## src/rtl/sdram_arbiter.sv

```systemverilog
// Two-port round-robin arbiter in front of a single SDRAM controller.
// One transaction in flight at a time: IDLE -> REQ -> DONE, with a timeout abort in REQ.
module sdram_arbiter #(
    parameter int unsigned ADDR_W  = 24,
    parameter int unsigned TIMEOUT = 1023
) (
    input  logic              sys_clk,
    input  logic              sys_rst_n,
    // Port A (MCU)
    input  logic              a_req,
    input  logic              a_we,
    input  logic [ADDR_W-1:0] a_addr,
    input  logic [15:0]       a_wdata,
    output logic              a_ack,
    output logic              a_err,
    output logic [15:0]       a_rdata,
    // Port B (loader/DMA)
    input  logic              b_req,
    input  logic              b_we,
    input  logic [ADDR_W-1:0] b_addr,
    input  logic [15:0]       b_wdata,
    output logic              b_ack,
    output logic              b_err,
    output logic [15:0]       b_rdata,
    // SDRAM controller side
    output logic              mem_wr_req,
    output logic              mem_rd_req,
    output logic [ADDR_W-1:0] mem_addr,
    output logic [15:0]       mem_wdata,
    input  logic              mem_wr_ack,
    input  logic              mem_rd_ack,
    input  logic [15:0]       mem_rdata,
    output logic              busy,
    output logic              grant
);

    localparam int unsigned CNT_W = (TIMEOUT > 1) ? $clog2(TIMEOUT) : 1;
    localparam logic [CNT_W-1:0] CNT_LAST = CNT_W'(TIMEOUT - 1);

    typedef enum logic [1:0] {StIdle, StReq, StDone} state_e;

    state_e              r_state;
    logic                r_grant;
    logic                r_last;
    logic                r_we;
    logic [ADDR_W-1:0]   r_addr;
    logic [15:0]         r_wdata;
    logic [CNT_W-1:0]    r_cnt;
    logic                r_err;
    logic                r_wr_req;
    logic                r_rd_req;
    logic [15:0]         r_a_rdata;
    logic [15:0]         r_b_rdata;

    logic                w_win;
    logic                w_sel_we;
    logic                w_match;
    logic                w_cnt_last;
    logic                w_done;

    // Contention goes to the port not served last; a sole requester always wins.
    always_comb begin
        w_win      = (a_req && b_req) ? ~r_last : b_req;
        w_sel_we   = w_win ? b_we : a_we;
        w_match    = r_we ? mem_wr_ack : mem_rd_ack;
        w_cnt_last = (r_cnt == CNT_LAST);
        w_done     = (r_state == StDone);
    end

    always_ff @(posedge sys_clk or negedge sys_rst_n) begin
        if (!sys_rst_n) begin
            r_state   <= StIdle;
            r_grant   <= 1'b0;
            r_last    <= 1'b1;
            r_we      <= 1'b0;
            r_addr    <= '0;
            r_wdata   <= '0;
            r_cnt     <= '0;
            r_err     <= 1'b0;
            r_wr_req  <= 1'b0;
            r_rd_req  <= 1'b0;
            r_a_rdata <= '0;
            r_b_rdata <= '0;
        end else begin
            case (r_state)
                StIdle: begin
                    if (a_req || b_req) begin
                        r_grant  <= w_win;
                        r_we     <= w_sel_we;
                        r_addr   <= w_win ? b_addr : a_addr;
                        r_wdata  <= w_win ? b_wdata : a_wdata;
                        r_cnt    <= '0;
                        r_err    <= 1'b0;
                        r_wr_req <= w_sel_we;
                        r_rd_req <= ~w_sel_we;
                        r_state  <= StReq;
                    end
                end
                StReq: begin
                    // Only the ack matching the latched direction is honoured.
                    if (w_match) begin
                        r_wr_req <= 1'b0;
                        r_rd_req <= 1'b0;
                        r_state  <= StDone;
                        if (!r_we) begin
                            if (r_grant) begin
                                r_b_rdata <= mem_rdata;
                            end else begin
                                r_a_rdata <= mem_rdata;
                            end
                        end
                    end else if (w_cnt_last) begin
                        r_wr_req <= 1'b0;
                        r_rd_req <= 1'b0;
                        r_err    <= 1'b1;
                        r_state  <= StDone;
                    end else begin
                        r_cnt <= r_cnt + 1'b1;
                    end
                end
                StDone: begin
                    r_last  <= r_grant;
                    r_state <= StIdle;
                end
                default: r_state <= StIdle;
            endcase
        end
    end

    // Completion pulses are decoded from registered state only, so they last exactly DONE.
    assign a_ack      = w_done && !r_err && !r_grant;
    assign a_err      = w_done &&  r_err && !r_grant;
    assign b_ack      = w_done && !r_err &&  r_grant;
    assign b_err      = w_done &&  r_err &&  r_grant;
    assign a_rdata    = r_a_rdata;
    assign b_rdata    = r_b_rdata;
    assign mem_wr_req = r_wr_req;
    assign mem_rd_req = r_rd_req;
    assign mem_addr   = r_addr;
    assign mem_wdata  = r_wdata;
    assign busy       = (r_state != StIdle);
    assign grant      = r_grant;

endmodule
```

## config.mk

```make
export PLATFORM = sky130hd
export DESIGN_NAME = sdram_arbiter
export DESIGN_NICKNAME = d
export VERILOG_FILES = /design/src/rtl/sdram_arbiter.sv
export SDC_FILE = /design/constraint.sdc
export NUM_CORES = 1
export LEC_CHECK = 0
export BUFFER_PORTS_ARGS = -buffer_cell sky130_fd_sc_hd__clkbuf_2
export CORE_UTILIZATION = 44
export CTS_BUF_LIST = sky130_fd_sc_hd__clkbuf_8
export DETAILED_ROUTE_END_ITERATION = 10
export PLACE_DENSITY_LB_ADDON = 0.08
export SYNTH_ARGS = -nofsm -noshare
export SYNTH_HDL_FRONTEND = slang
export SYNTH_SLANG_ARGS = --single-unit
```

## constraint.sdc

```tcl
create_clock -name sys_clk -period 1.65 [get_ports sys_clk]
set_input_delay 0.33 -clock sys_clk [delete_from_list [all_inputs] [get_ports sys_clk]]
set_output_delay 0.33 -clock sys_clk [all_outputs]
set_load 0.02 [all_outputs]
```

==> summary.md <==
| Metric | Value |
|---|---|
| Status | finished with violations |
| Failing checks | design-rule violations, negative setup slack |
| Pre-CTS setup slack | 0.03337 ns |
| Placer Congestion | roughly 0.84 |
| Mapped Avg Cell Area | approximately 11 um^2 |
| Die X | 98.45 um |
| Slowest cell on the critical path | dfrtp_1 |
| Layout cells sized above 1 | 50.18% |
| CP Launch Type | register |
| H-tree depth | 3 |
| Pwr per Cell Area | 1836 nW/um^2 |
| Ports | roughly 180 |
| Die Ht | 98.45 um |
| Compound-gate portion of the synthesized area | 9.814% |
| Async SR Flop Fraction | 100.0% |
| Crit-path cells | buf_6, nor4_4, buf_4 |
| WL/cell | 14.47 um |
| Starting Density | 46.25% |
| Crit-path max cell delay | about 0.40 ns |
| Worst EP arrival | about 1.3 ns |
| Most Crowded Layer GR | met2 |
| Setup CP Type | reg -> out |
| Setup WS post-layout | -0.02104 ns |
| Switching power of the nets | 0.004312 W |
| Slew HR | 76.48% |
| Unique masters post-synth | just over 40 |
| CP required | about 1.3 ns |
| CTS buffer count | 9 |
| Crit end category | primary output |
| Register bit total from synthesis | 90 |
| Mux cell area share after synthesis | 19.32% |
| Fin. max-slew vios | 0 |
| Post-Route WL | 9664 um |
| Top cells by instance count after synthesis | dfrtp_1 (89), nand2_1 (53), o21ai_0 (44), mux2i_1 (43), mux2_2 (32) |
| Maximum VDD drop | ~0.74 mV |
| Final nets | approximately 660 |
| Top-count cell post-synth | dfrtp_1 |
| Worst-path fanout max | 5 |
| Setup TNS | -0.02104 ns |
| N_diodes | 0 |
| Mapped Nets | 465 |
| Clock share of power | 16.3% |
| Yosys warning total | 0 |
| Top delay family on crit path | flip-flops |
| Max_cap viols | 0 |
| Post-synth EDFFs | 0 |
| Vias per Instance | 5.079 |
| Main combinational cell family by area after synthesis | multiplexers |
| Worst-path clk slew | 0.10 ns |
| Met2 GRT Util | 35.05% |
| Adder-Cell Fraction of Synth Area | 0.6114% |
| Post-Syn Area | 4093 um^2 |
| RSZ-0062 raised after global routing | true |
| Least-Margin Pin Slew | 0.3502 ns |
| DRC errors left | 7 |
| Synth Area in XOR/XNOR | 0% |
| DRT Pass-1 Iters | 8 |
| Top cells by area, synth | dfrtp_1 (54%), mux2i_1 (11%), mux2_2 (8.8%) |
| Core footprint | 8848 um^2 |
| GRT Total Usage | 20.32% |
| Sw Share | 41.88% |
| GRT met1 Usage | 24.65% |
| Register area share after synthesis | around 55% |
| Hpwl dp | about 7000 um |
| ANT nets after route | 0 |
| WHS | 0.2201 ns |
| CTS tree | yes |
| Hold Crit Class | in -> reg |
| Final Hold Fails | 0 |
| Max clock buf depth | 2 |
| Pleak | around 2.9 nW |
| Period Utilization, post-route | 101.3% |
| Vias in the first global route | approximately 3300 |
| Root Driver | clkbuf_8 |
| P_int | 0.005984 W |
| Die area | 9691 um^2 |
| DR iter-0 viols | about 100 |
| Post-synth top area cell | dfrtp_1 |
| Routed via count | 3393 |
| Max Freq | 598.4 MHz |
| Gr ovfl total | 0 |
| Simple-Gate Fraction of Synth Area | 10.98% |
| Worst path bufs/invs | 2 |
| I/O Buffers | 183 |
| Tmin final | 1.671 ns |
| Worst skew pair latency | roughly 0.35 ns |
| Sequential power share | 36.4% |
| Gate power share | between 40% and 50% |
| Area growth syn-to-layout | 37.05% |
| Clock skew | 0.01141 ns |
| Met3 usage | 4.326% |
| Clk sinks | 90 |
| Row count | 34 |
| Post-synth top area share | between 50 and 60% |
| Largest net degree at the start of global routing | 84 |
| Leading register cell type out of synthesis | dfrtp_1 |
| Synthesized instance count | 359 |
| Final Setup Violations | 1 |
| First-pass GRT wire length | roughly 15000 um |
| Initial antenna violation count | 0 |
==> flip-flops by register name, summed over array words and instances (netlist names) <==
signal and flops:
a_rdata 16, b_rdata 16, grant 1, mem_addr 24
mem_rd_req 1, mem_wdata 16, mem_wr_req 1, r_cnt 10
r_err 1, r_last 1, r_state 2, r_we 1
==> worst reg2reg max path, cell delays in order (launching register included) <==
cell and delay, ns:
dfrtp_1 0.41, buf_6 0.14, nand2b_4 0.17, nor3_4 0.21, buf_12 0.18, mux2_2 0.34
==> through the flow <==
| step | power, W | area, um^2 | utilization, % | std cells |
|---|---|---|---|---|
| 3_3_place_gp | 0.008309 | 5218 | 58.96 | 645 |
| 3_5_place_dp | 0.008440 | 5218 | 58.96 | 645 |
| 5_1_grt | 0.01099 | 5609 | 63.39 | 668 |
| 4_1_cts | 0.01032 | 5552 | 62.74 | 668 |
| 6_report | 0.01030 | 5609 | 63.39 | 668 |
| 2_1_floorplan | 0.006747 | 4093 | - | 359 |
==> cell type report <==
class	instances	area, um^2
Multi-Input combinational cell	237	1762
Fill cell	799	3239
Inverter	9	38.79
Clock inverter	7	101.3
Tap cell	108	135.1
Sequential cell	90	2256
Clock buffer	9	123.9
Timing Repair Buffer	208	1192
==> power by group through the flow <==
stage          Combinational (W)  Clock, W  Sequential [W]
5_1_grt                  0.00529   0.00182         0.00388
4_1_cts                  0.00484   0.00173         0.00375
2_1_floorplan            0.00192         0         0.00483
3_3_place_gp             0.00455         0         0.00376
6_report                 0.00488   0.00167         0.00375
3_5_place_dp             0.00463         0         0.00381
==> repair_timing <==
action                                  CTS  global route
endpoints found under the setup margin    5            31
resized for setup                        15            20
hold buffers                              1             0
hold endpoints to repair                 21             0
pin swaps                                 2             4
setup buffers                             6             0
==> cells by family (layout without fill, tap and decap cells) <==
| kind of cell | count (synthesis) | after routing |
|---|---|---|
| DFF | 90 | 90 |
| adders and majority gates | 2 | 2 |
| and+or+nand+nor | 91 | 91 |
| buffers and inverters | 32 | 233 |
| muxes | 75 | 75 |
| AOI/OAI and AO/OA | 69 | 69 |
==> placed cells by master, fill, tap and decap left out, types with 5 or more instances in the layout <==
| cell | netlist | final |
|---|---|---|
| a31oi_1 | 8 | 8 |
| buf_12 | 0 | 5 |
| buf_4 | 2 | 21 |
| clkbuf_2 | 0 | 178 |
| clkbuf_8 | 0 | 9 |
| dfrtp_1 | 89 | 87 |
| inv_1 | 9 | 7 |
| mux2_2 | 32 | 32 |
| mux2i_1 | 43 | 43 |
| nand2_1 | 53 | 53 |
| nand3_1 | 8 | 6 |
| nor2_1 | 9 | 7 |
| o21ai_0 | 44 | 43 |
==> path summary, 6_finish.rpt <==
path / startpoint / endpoint / slack (ns) / depth (start not counted)
hold / removal: mem_rdata[1] / a_rdata[1] / 0.22 / 2
setup / recovery: r_state[0] / a_ack / -0.02 / 3
hold reg to reg: mem_addr[6] / mem_addr[6] / 0.48 / 2
setup reg to reg: r_state[1] / a_rdata[10] / 0.08 / 5
max in group asynchronous: sys_rst_n / grant / 0.64 / 3
min in group asynchronous: sys_rst_n / r_err / 0.42 / 2
==> routing by layer <==
layer / up-vias / share of wire, %
li1: 1646 / -
met1: 1606 / 41
met3: 19 / 6.2
met2: 122 / 50
met4: 0 / 2.5
met5: - / 0
No activity file was read; power rests on OpenSTA's default activity.
